===== src/rtl/norm_shft_pkg.sv =====
// rtl/norm_shft_pkg.sv - shared func codes, FSM states and limits for the normalizer.
// FAST_NORM_EN selects the coarse 8-bit skip build.
package norm_shft_pkg;

  localparam logic [4:0] FUNC_SLL = 5'h0c;
  localparam logic [4:0] FUNC_SLR = 5'h0d;
  localparam logic [4:0] FUNC_SRA = 5'h0e;

  localparam logic [4:0] MAX_CNT  = 5'd31;
  localparam logic [4:0] SKIP_CNT = 5'd23;

  typedef enum logic [1:0] {
    IDLE,
    SHIFT,
    DONE
  } state_t;

`ifdef FAST_NORM_EN
  localparam bit FAST_NORM = 1'b1;
`else
  localparam bit FAST_NORM = 1'b0;
`endif

endpackage


===== src/rtl/norm_shft_detect.sv =====
// rtl/norm_shft_detect.sv - norm_detect: terminal, coarse-skip and saturate decode.
// The skip output is only live when FAST_NORM_EN is defined.
module norm_detect
  import norm_shft_pkg::*;
(
  input  logic [31:0] i_reg,
  input  logic [4:0]  i_func,
  input  logic [4:0]  i_cnt,
  output logic        o_term,
  output logic        o_skip,
  output logic        o_sat
);

  logic w_skip_raw;
  logic w_cnt_ok;

  assign w_cnt_ok = (i_cnt <= SKIP_CNT);
  assign o_sat    = (i_cnt == MAX_CNT);

  always_comb begin
    o_term     = 1'b1;
    w_skip_raw = 1'b0;
    case (i_func)
      FUNC_SLL: begin
        o_term     = i_reg[31];
        w_skip_raw = (i_reg[31:24] == 8'h00) && w_cnt_ok;
      end
      FUNC_SRA: begin
        // Nine equal top bits means eight of them are redundant sign copies.
        o_term     = i_reg[31] ^ i_reg[30];
        w_skip_raw = ((&i_reg[31:23]) || !(|i_reg[31:23])) && w_cnt_ok;
      end
      FUNC_SLR: o_term = 1'b1;
      default:  o_term = 1'b1;
    endcase
  end

  assign o_skip = FAST_NORM && w_skip_raw;

endmodule


===== src/rtl/norm_shft.sv =====
// rtl/norm_shft.sv - sequential normalizer: left-shifts until the leading significant
// bit reaches bit 31 and reports the shift count with c/v/n/z flags.
module norm_shft
  import norm_shft_pkg::*;
#(
  parameter int WIDTH = 32,
  parameter int CNT_W = 5
) (
  input  logic             clk,
  input  logic             reset,
  input  logic             start,
  input  logic [4:0]       func,
  input  logic [WIDTH-1:0] din,
  output logic             busy,
  output logic             done,
  output logic [WIDTH-1:0] dout,
  output logic [CNT_W-1:0] shft_amnt,
  output logic             c,
  output logic             v,
  output logic             n,
  output logic             z
);

  state_t           r_state;
  logic [WIDTH-1:0] r_reg;
  logic [4:0]       r_func;
  logic [CNT_W-1:0] r_cnt;
  logic             r_c;
  logic             r_armed;
  logic [WIDTH-1:0] r_dout;
  logic [CNT_W-1:0] r_amnt;
  logic             r_cout;
  logic             r_v;
  logic             r_n;
  logic             r_z;

  logic w_term;
  logic w_skip;
  logic w_sat;

  norm_detect u_detect (
    .i_reg  (r_reg),
    .i_func (r_func),
    .i_cnt  (r_cnt),
    .o_term (w_term),
    .o_skip (w_skip),
    .o_sat  (w_sat)
  );

  always_ff @(posedge clk or negedge reset) begin
    if (!reset) begin
      r_state <= IDLE;
      r_reg   <= '0;
      r_func  <= '0;
      r_cnt   <= '0;
      r_c     <= 1'b0;
      r_armed <= 1'b0;
      r_dout  <= '0;
      r_amnt  <= '0;
      r_cout  <= 1'b0;
      r_v     <= 1'b0;
      r_n     <= 1'b0;
      r_z     <= 1'b0;
    end else begin
      case (r_state)
        IDLE, DONE: begin
          if (start) begin
            r_reg   <= din;
            r_func  <= func;
            r_cnt   <= '0;
            r_c     <= 1'b0;
            r_armed <= 1'b0;
            r_state <= SHIFT;
          end else begin
            r_state <= IDLE;
          end
        end
        SHIFT: begin
          // The first SHIFT cycle only arms the detector on the captured operand.
          if (!r_armed) begin
            r_armed <= 1'b1;
          end else if (w_term || w_sat) begin
            r_state <= DONE;
            r_dout  <= r_reg;
            r_amnt  <= r_cnt;
            r_cout  <= r_c;
            r_v     <= w_sat && !w_term;
            r_n     <= r_reg[WIDTH-1];
            r_z     <= (r_reg == '0);
          end else if (w_skip) begin
            r_reg <= {r_reg[WIDTH-9:0], 8'h00};
            r_cnt <= r_cnt + CNT_W'(8);
            r_c   <= r_reg[WIDTH-8];
          end else begin
            r_reg <= {r_reg[WIDTH-2:0], 1'b0};
            r_cnt <= r_cnt + CNT_W'(1);
            r_c   <= r_reg[WIDTH-1];
          end
        end
        default: r_state <= IDLE;
      endcase
    end
  end

  assign busy      = (r_state == SHIFT);
  assign done      = (r_state == DONE);
  assign dout      = r_dout;
  assign shft_amnt = r_amnt;
  assign c         = r_cout;
  assign v         = r_v;
  assign n         = r_n;
  assign z         = r_z;

endmodule

===== config.mk =====
export PLATFORM = sky130hd
export DESIGN_NAME = norm_shft
export DESIGN_NICKNAME = d
export VERILOG_FILES = /design/src/rtl/norm_shft_pkg.sv /design/src/rtl/norm_shft_detect.sv /design/src/rtl/norm_shft.sv
export SDC_FILE = /design/constraint.sdc
export NUM_CORES = 1
export LEC_CHECK = 0
export CORE_AREA = 2 2 68 118
export DETAILED_ROUTE_END_ITERATION = 6
export DIE_AREA = 0 0 70 120
export MAX_ROUTING_LAYER = met4
export PLACE_DENSITY = 0.86
export SYNTH_ARGS = -nofsm -noshare
export SYNTH_HDL_FRONTEND = slang
export SYNTH_SLANG_ARGS = --single-unit

===== constraint.sdc =====
create_clock -name clk -period 3 [get_ports clk]
set_input_delay 0.75 -clock clk [delete_from_list [all_inputs] [get_ports clk]]
set_output_delay 0.75 -clock clk [all_outputs]
set_load 0.05 [all_outputs]

==> results of run 1 <==
per-stage QoR:
step	cells	area, um2
3_3_place_gp	468	4810
6_report	484	5100
2_1_floorplan	310	3960
4_1_cts	484	5100
5_1_grt	484	5100
3_5_place_dp	468	4810
synth_stat cells:
library cell  count
nor3_1            1
nor4b_1           1
a21o_2            1
ha_1              3
nor4_1            6
mux2_4           39
buf_12            4
and4bb_2          2
nor3_2            1
o21ai_1          11
or4_1             2
mux2i_1          32
nand4_1           5
and3_1            1
nor2b_1           2
buf_4             2
clkbuf_1          4
a31oi_4           1
o211ai_1          2
inv_1             2
nand2b_1          2
a31oi_1           2
nand2_4           1
nand2_1          54
nand3_1           4
nor2_1            3
mux2_2            1
o21ai_0          23
nor2b_4           1
nand3b_4          1
mux2i_4           1
dfrtp_1          86
buf_2             8
inv_4             1
routing by layer:
layer | vias to the layer above | global-route usage | part of all wire
met4 | 0 | 0.108 | 0.035
met5 | - | - | 0
li1 | 1257 | - | -
met3 | 28 | 0.0495 | 0.038
met2 | 80 | 0.359 | 0.54
met1 | 1312 | 0.243 | 0.39
worst max-delay path by stage:
stage / end / depth (start not counted)
final: busy / 3
after floorplan: c / 7
after global routing: busy / 3
after global placement: r_cnt[0] / 6
after detailed placement: r_reg[8] / 6
after CTS: busy / 3
layout make-up:
type                       count  area, um2  area share
timing repair buffer          88        886       0.174
tap                           88        110      0.0216
multi-input combinational    203       1650       0.323
clock inverter                 3       17.5     0.00344
inverter                       3       13.8     0.00270
sequential                    86       2150       0.422
clock buffer                  13        270      0.0530
logic make-up (layout without fill, tap and decap cells):
logic type               Yosys count  after routing  synth area share
buffers and inverters             21            107            0.0414
AO/OA/AOI/OAI                     40             40            0.0574
AND/OR/NAND/NOR                   87             87             0.112
flip-flops                        86             86             0.543
multiplexers                      73             73             0.237
adder cells (fa/ha/maj)            3              3           0.00947
power by group through the flow:
stage               sequential [mW]  combinational [mW]  clock, mW
CTS                            2.11                3.09       1.08
floorplan                      2.72                1.69          0
global route                   2.17                3.25       1.12
detailed placement             2.11                3.07          0
finish                         2.11                3.06       1.06
global placement               2.09                3.01          0
worst register-to-register path, cell delays in order, from the launching register on:
cell and delay (ns):
dfrtp_1 0.39, nand2b_1 0.36, inv_4 0.38, nand2_4 0.10
nor2b_4 0.12, buf_4 0.38, mux2_4 0.36
==> run metrics, run 1 <==
status=finished, final reports clean; Post-CTS Setup Bufs=0; CP Class=flop to output pin; RSZ-0062 raised after global routing=false; Final Total Pwr=around 6.2 mW; Comb power frac=0.492; Root Driver=clkbuf_16; commonest non-fill, non-tap cell in the layout=dfrtp_1; Num CTS Buffers=9; first-pass GRT wire length=around 14000 um; detailed-router iteration count before antenna repair=5; layout cells sized above 1=0.184; Slew headroom=0.655; switching part of the total power=0.417; initial core utilization=0.531; Yosys cell types=34; largest net degree at the start of global routing=between 80 and 90; Resized cells post-CTS=0; clock sink count=86; crit path launch=r_state[1]; Routed Antenna Nets=0; final worst slack=0.515 ns; Peak supply drop=just under 700 uV; wirelength, routed=8290 um; CTS clk-pin slew, worst paths=around 0.060 ns; R2R Path Start=r_state[1]; ANT cells=0; Min Clock Period, post-route=approximately 2.5 ns; global router's overall resource usage=0.216; fin crit share=0.828; htree depth=3; Mean Syn Cell Area=between 10 and 15 um2; IO Port Bufs=between 80 and 90; antenna violations before repair=0; Critical Path AT=between 1.5 and 2 ns; hold crit path type=input port to async pin; final hold viol count=0; Gate Count Post-Synth=310; critical path required time=2.25 ns; reg-to-reg endpoint=dout[20]; Core ar.=between 0.007 and 0.008 mm2; Sequential Power Share=0.338; hold buffers post-CTS=0; GP Congestion=0.819; vias in the first global route=between 2000 and 3000; commonest cells after routing, fill and taps aside=dfrtp_1, clkdlybuf4s50_1, nand2_1; Final Util=0.683; crit start category=flop; die extent in x=approximately 70 um; Reg2Reg Setup Slack=~0.8 ns; vias after detailed routing=2677; Crit path largest cell delay=around 0.39 ns; FP Rows=between 40 and 50; Synth Cell Area=between 0.003 and 0.004 mm2; Synth Register Bits=between 80 and 90; setup TNS=0 ns; clock skew=0.00676 ns; Buf+Inv Stages, Crit Path=2; syn nets=roughly 350; Clk pwr share=0.170; CTS tree=built; gr ovfl total=0; CP max FO=20; PD cells=1220 mW/mm2; Layout area overhead=28.6%; Fill cells=between 500 and 600; nets=roughly 430; num ports=83; worst path cell trace=nand2b_1 -> inv_4 -> buf_4; DRC=0; DP HPWL=5770 um; clk_lat worst skew=around 0.34 ns; Iteration-0 DRC Markers=~160; LEAKAGE=around 2.3 nW; sw power=about 2.6 mW; Die Footprint=around 0.0084 mm2; Worst Hold Slack=0.445 ns; max FFs per register=32; sequential area share after synthesis=0.543; maxcap violations=0; Area contributors post-synth=dfrtp_1, mux2_4, mux2i_1; Die Y=about 120 um; final setup violation count=0; pre-CTS WS=a little under 0.8 ns; wire length per cell=about 17 um; actual slew at the worst max-slew pin=around 0.5 ns; FF-to-FF path depth=6; routed vias/inst=5.53; Yosys top cell area share=0.543; Slowest cell on crit path=dfrtp_1; Synth Warn #=0; Slew Viols, Final=0; Clock Path Buffers=2; cell internal pwr=3.63 mW; CP Capture Type=output pin; cell taking the most area after synthesis=dfrtp_1; Crit path max-delay family=buffers and inverters; Peak Freq=approximately 400 MHz
(Power assumes the default switching activity.)
==> run 2, diff against run 1 <==
--- a/config.mk
+++ b/config.mk
@@ -5,11 +5,11 @@
 export SDC_FILE = /design/constraint.sdc
 export NUM_CORES = 1
 export LEC_CHECK = 0
-export CORE_AREA = 2 2 68 118
+export CORE_AREA = 2 2 70 122
 export DETAILED_ROUTE_END_ITERATION = 6
-export DIE_AREA = 0 0 70 120
+export DIE_AREA = 0 0 72 124
 export MAX_ROUTING_LAYER = met4
-export PLACE_DENSITY = 0.86
+export PLACE_DENSITY = 0.81
 export SYNTH_ARGS = -nofsm -noshare
 export SYNTH_HDL_FRONTEND = slang
 export SYNTH_SLANG_ARGS = --single-unit
==> constraint.sdc (replaced) <==
create_clock -name clk -period 2.6 [get_ports clk]
set_input_delay 0.65 -clock clk [delete_from_list [all_inputs] [get_ports clk]]
set_output_delay 0.65 -clock clk [all_outputs]
set_load 0.05 [all_outputs]
==> run 2 against run 1 <==
- first-iteration DRC count decreased by 3.1%
- cell count increased by 0.41%
- non-clock buffer count unchanged
- clock skew decreased by 0.0020 ns
- register-to-register slack got worse by 0.36 ns
- sequential share of layout area decreased by 0.34 points
==> run metrics, run 2 (same netlist as run 1, synthesis figures left out) <==
num ports=83 (unchanged); switching part of the total power=0.412 (was 0.417); DP HPWL=5890 um (was 5770 um); Root Driver=clkbuf_16 (unchanged); wirelength, routed=8430 um (was 8290 um); Slew headroom=0.661 (was 0.655); Critical Path AT=1.72 ns (was 1.73 ns); Resized cells post-CTS=0 (unchanged); Area after DPL=0.00484 mm2 (was 0.00481 mm2); Worst Hold Slack=0.257 ns (was 0.445 ns); clock skew=0.00479 ns (was 0.00676 ns); Reg2Reg Setup Slack=0.44 ns (was 0.80 ns); Clock Path Buffers=2 (unchanged); CTS tree=built (unchanged); CP max FO=5 (was 20); final instance area=0.00514 mm2 (was 0.00510 mm2); initial core utilization=0.501 (was 0.531); status=finished, final reports clean (unchanged); hold crit path type=input port to async pin (unchanged); Routed Antenna Nets=0 (unchanged); ANT cells=0 (unchanged); Sequential Power Share=0.333 (was 0.338); Layout area overhead=29.6% (was 28.6%); reg-to-reg endpoint=r_cnt[0] (was dout[20]); antenna violations before repair=0 (unchanged); GP Congestion=0.799 (was 0.819); Die Footprint=0.00893 mm2 (was 0.00840 mm2); multi-input logic area=0.00165 mm2 (unchanged); vias after detailed routing=2629 (was 2677); LEAKAGE=2.35 nW (was 2.33 nW); sw power=3.01 mW (was 2.60 mW); vias in the first global route=2767 (was 2726); IO Port Bufs=82 (unchanged); Num CTS Buffers=9 (unchanged); Slowest cell on crit path=clkdlybuf4s50_1 (was dfrtp_1); Die Y=124 um (was 120 um); fin crit share=0.913; Comb power frac=0.490 (was 0.492); Fill cells=576 (was 566); gr ovfl total=0 (unchanged); clock sink count=86 (unchanged); critical path required time=1.95 ns (was 2.25 ns); FF-to-FF path depth=7 (was 6); global router's overall resource usage=0.209 (was 0.216); CP Capture Type=output pin (unchanged); worst path cell trace=nor2b_1 -> clkdlybuf4s50_1 (was nand2b_1 -> inv_4 -> buf_4); first-pass GRT wire length=13700 um (was 13500 um); setup TNS=0 ns (unchanged); R2R Path Start=r_cnt[0] (was r_state[1]); largest net degree at the start of global routing=64 (was 87); Slew Viols, Final=0 (unchanged); Crit path largest cell delay=0.81 ns (was 0.39 ns); commonest cells after routing, fill and taps aside=dfrtp_1, clkdlybuf4s50_1, nand2_1 (unchanged); CTS clk-pin slew, worst paths=0.06 ns (about the same); CP Class=flop to output pin (unchanged); detailed-router iteration count before antenna repair=4 (was 5); commonest non-fill, non-tap cell in the layout=dfrtp_1 (unchanged); RSZ-0062 raised after global routing=false (unchanged); die extent in x=72 um (was 70 um); htree depth=3 (unchanged); Min Clock Period, post-route=2.37 ns; Post-CTS Setup Bufs=0 (unchanged); clk_lat worst skew=0.34 ns (about the same); Iteration-0 DRC Markers=154 (was 159); cell internal pwr=4.30 mW (was 3.63 mW); final hold viol count=0 (unchanged); nets=434 (unchanged); Core ar.=0.00791 mm2 (was 0.00746 mm2); final setup violation count=0 (unchanged); Final Total Pwr=7.31 mW (was 6.23 mW); DRC=0 (unchanged); Clk pwr share=0.177 (was 0.170); Peak Freq=approximately 420 MHz; maxcap violations=0 (unchanged); wire length per cell=17.3 um (was 17.1 um); max FFs per register=32 (unchanged); actual slew at the worst max-slew pin=0.507 ns (was 0.515 ns); PD cells=1420 mW/mm2 (was 1220 mW/mm2); sequential standard cell area=0.00215 mm2 (unchanged); hold buffers post-CTS=0 (unchanged); Peak supply drop=762 uV (was 680 uV); routed vias/inst=5.41 (was 5.53); FP Rows=43 (was 42); layout cells sized above 1=0.184 (unchanged); crit start category=flop (unchanged)
[run 2: cell count changes in the layout (fill, tap and decap cells not counted)]
cell	before	now
buf_4	6	4
bufinv_16	0	1
clkbuf_8	3	2
clkinv_2	2	3
buf_12	2	4
clkinvlp_4	1	0
[run 2: layer usage]
layer,part of all wire,up-vias,track usage
li1,-,1248,-
met1,0.40,1305,0.242
met2,0.54,66,0.347
met3,0.042,10,0.0494
met4,0.018,0,0.0884
met5,0,-,-
[run 2: area by class of cell]
type | count | share of cell area
Clock buffer | 12 | 0.0499
Tap cell | 90 | 0.0219
Clock inverter | 4 | 0.00877
Sequential cell | 86 | 0.419
Multi-Input combinational cell | 203 | 0.321
Timing Repair Buffer | 88 | 0.177
Inverter | 3 | 0.00268
[run 2: per-stage QoR]
stage,instances,worst slack [ns],util
after floorplan,310,0.702,-
after global placement,470,0.527,0.612
after detailed placement,470,0.482,0.612
after CTS,486,0.205,0.650
after global routing,486,0.172,0.650
final,486,0.227,0.650
[run 2: worst max-delay path by stage]
stage	startpoint	to	slack [ns]	depth (start not counted)
finish	r_state[0]	done	0.23	2
global route	r_state[0]	done	0.17	2
CTS	r_state[0]	done	0.21	2
detailed placement	r_cnt[0]	r_cnt[0]	0.48	7
global placement	r_cnt[0]	r_cnt[0]	0.53	7
floorplan	r_cnt[0]	c	0.70	7
[run 2: critical path: cells and delay by family (launching register included)]
| kind | cells | cell delay, ns |
|---|---|---|
| and+or+nand+nor | 1 | 0.14 |
| buffers and inverters | 1 | 0.81 |
| DFF | 1 | 0.42 |
[run 2: power by group through the flow]
stage | combinational (mW) | sequential, mW | clock, mW
finish | 3.59 | 2.43 | 1.29
global route | 3.81 | 2.51 | 1.37
CTS | 3.63 | 2.43 | 1.32
detailed placement | 3.60 | 2.44 | 0
global placement | 3.53 | 2.42 | 0
floorplan | 1.96 | 3.13 | 0
==> run 3, diff against run 2 <==
--- a/config.mk
+++ b/config.mk
@@ -5,6 +5,7 @@
 export SDC_FILE = /design/constraint.sdc
 export NUM_CORES = 1
 export LEC_CHECK = 0
+export CAP_MARGIN = 40
 export CORE_AREA = 2 2 70 122
 export DETAILED_ROUTE_END_ITERATION = 6
 export DIE_AREA = 0 0 72 124
==> results of run 3 <==
Same layout as run 2: the final DEF is identical, and so are final timing and power.
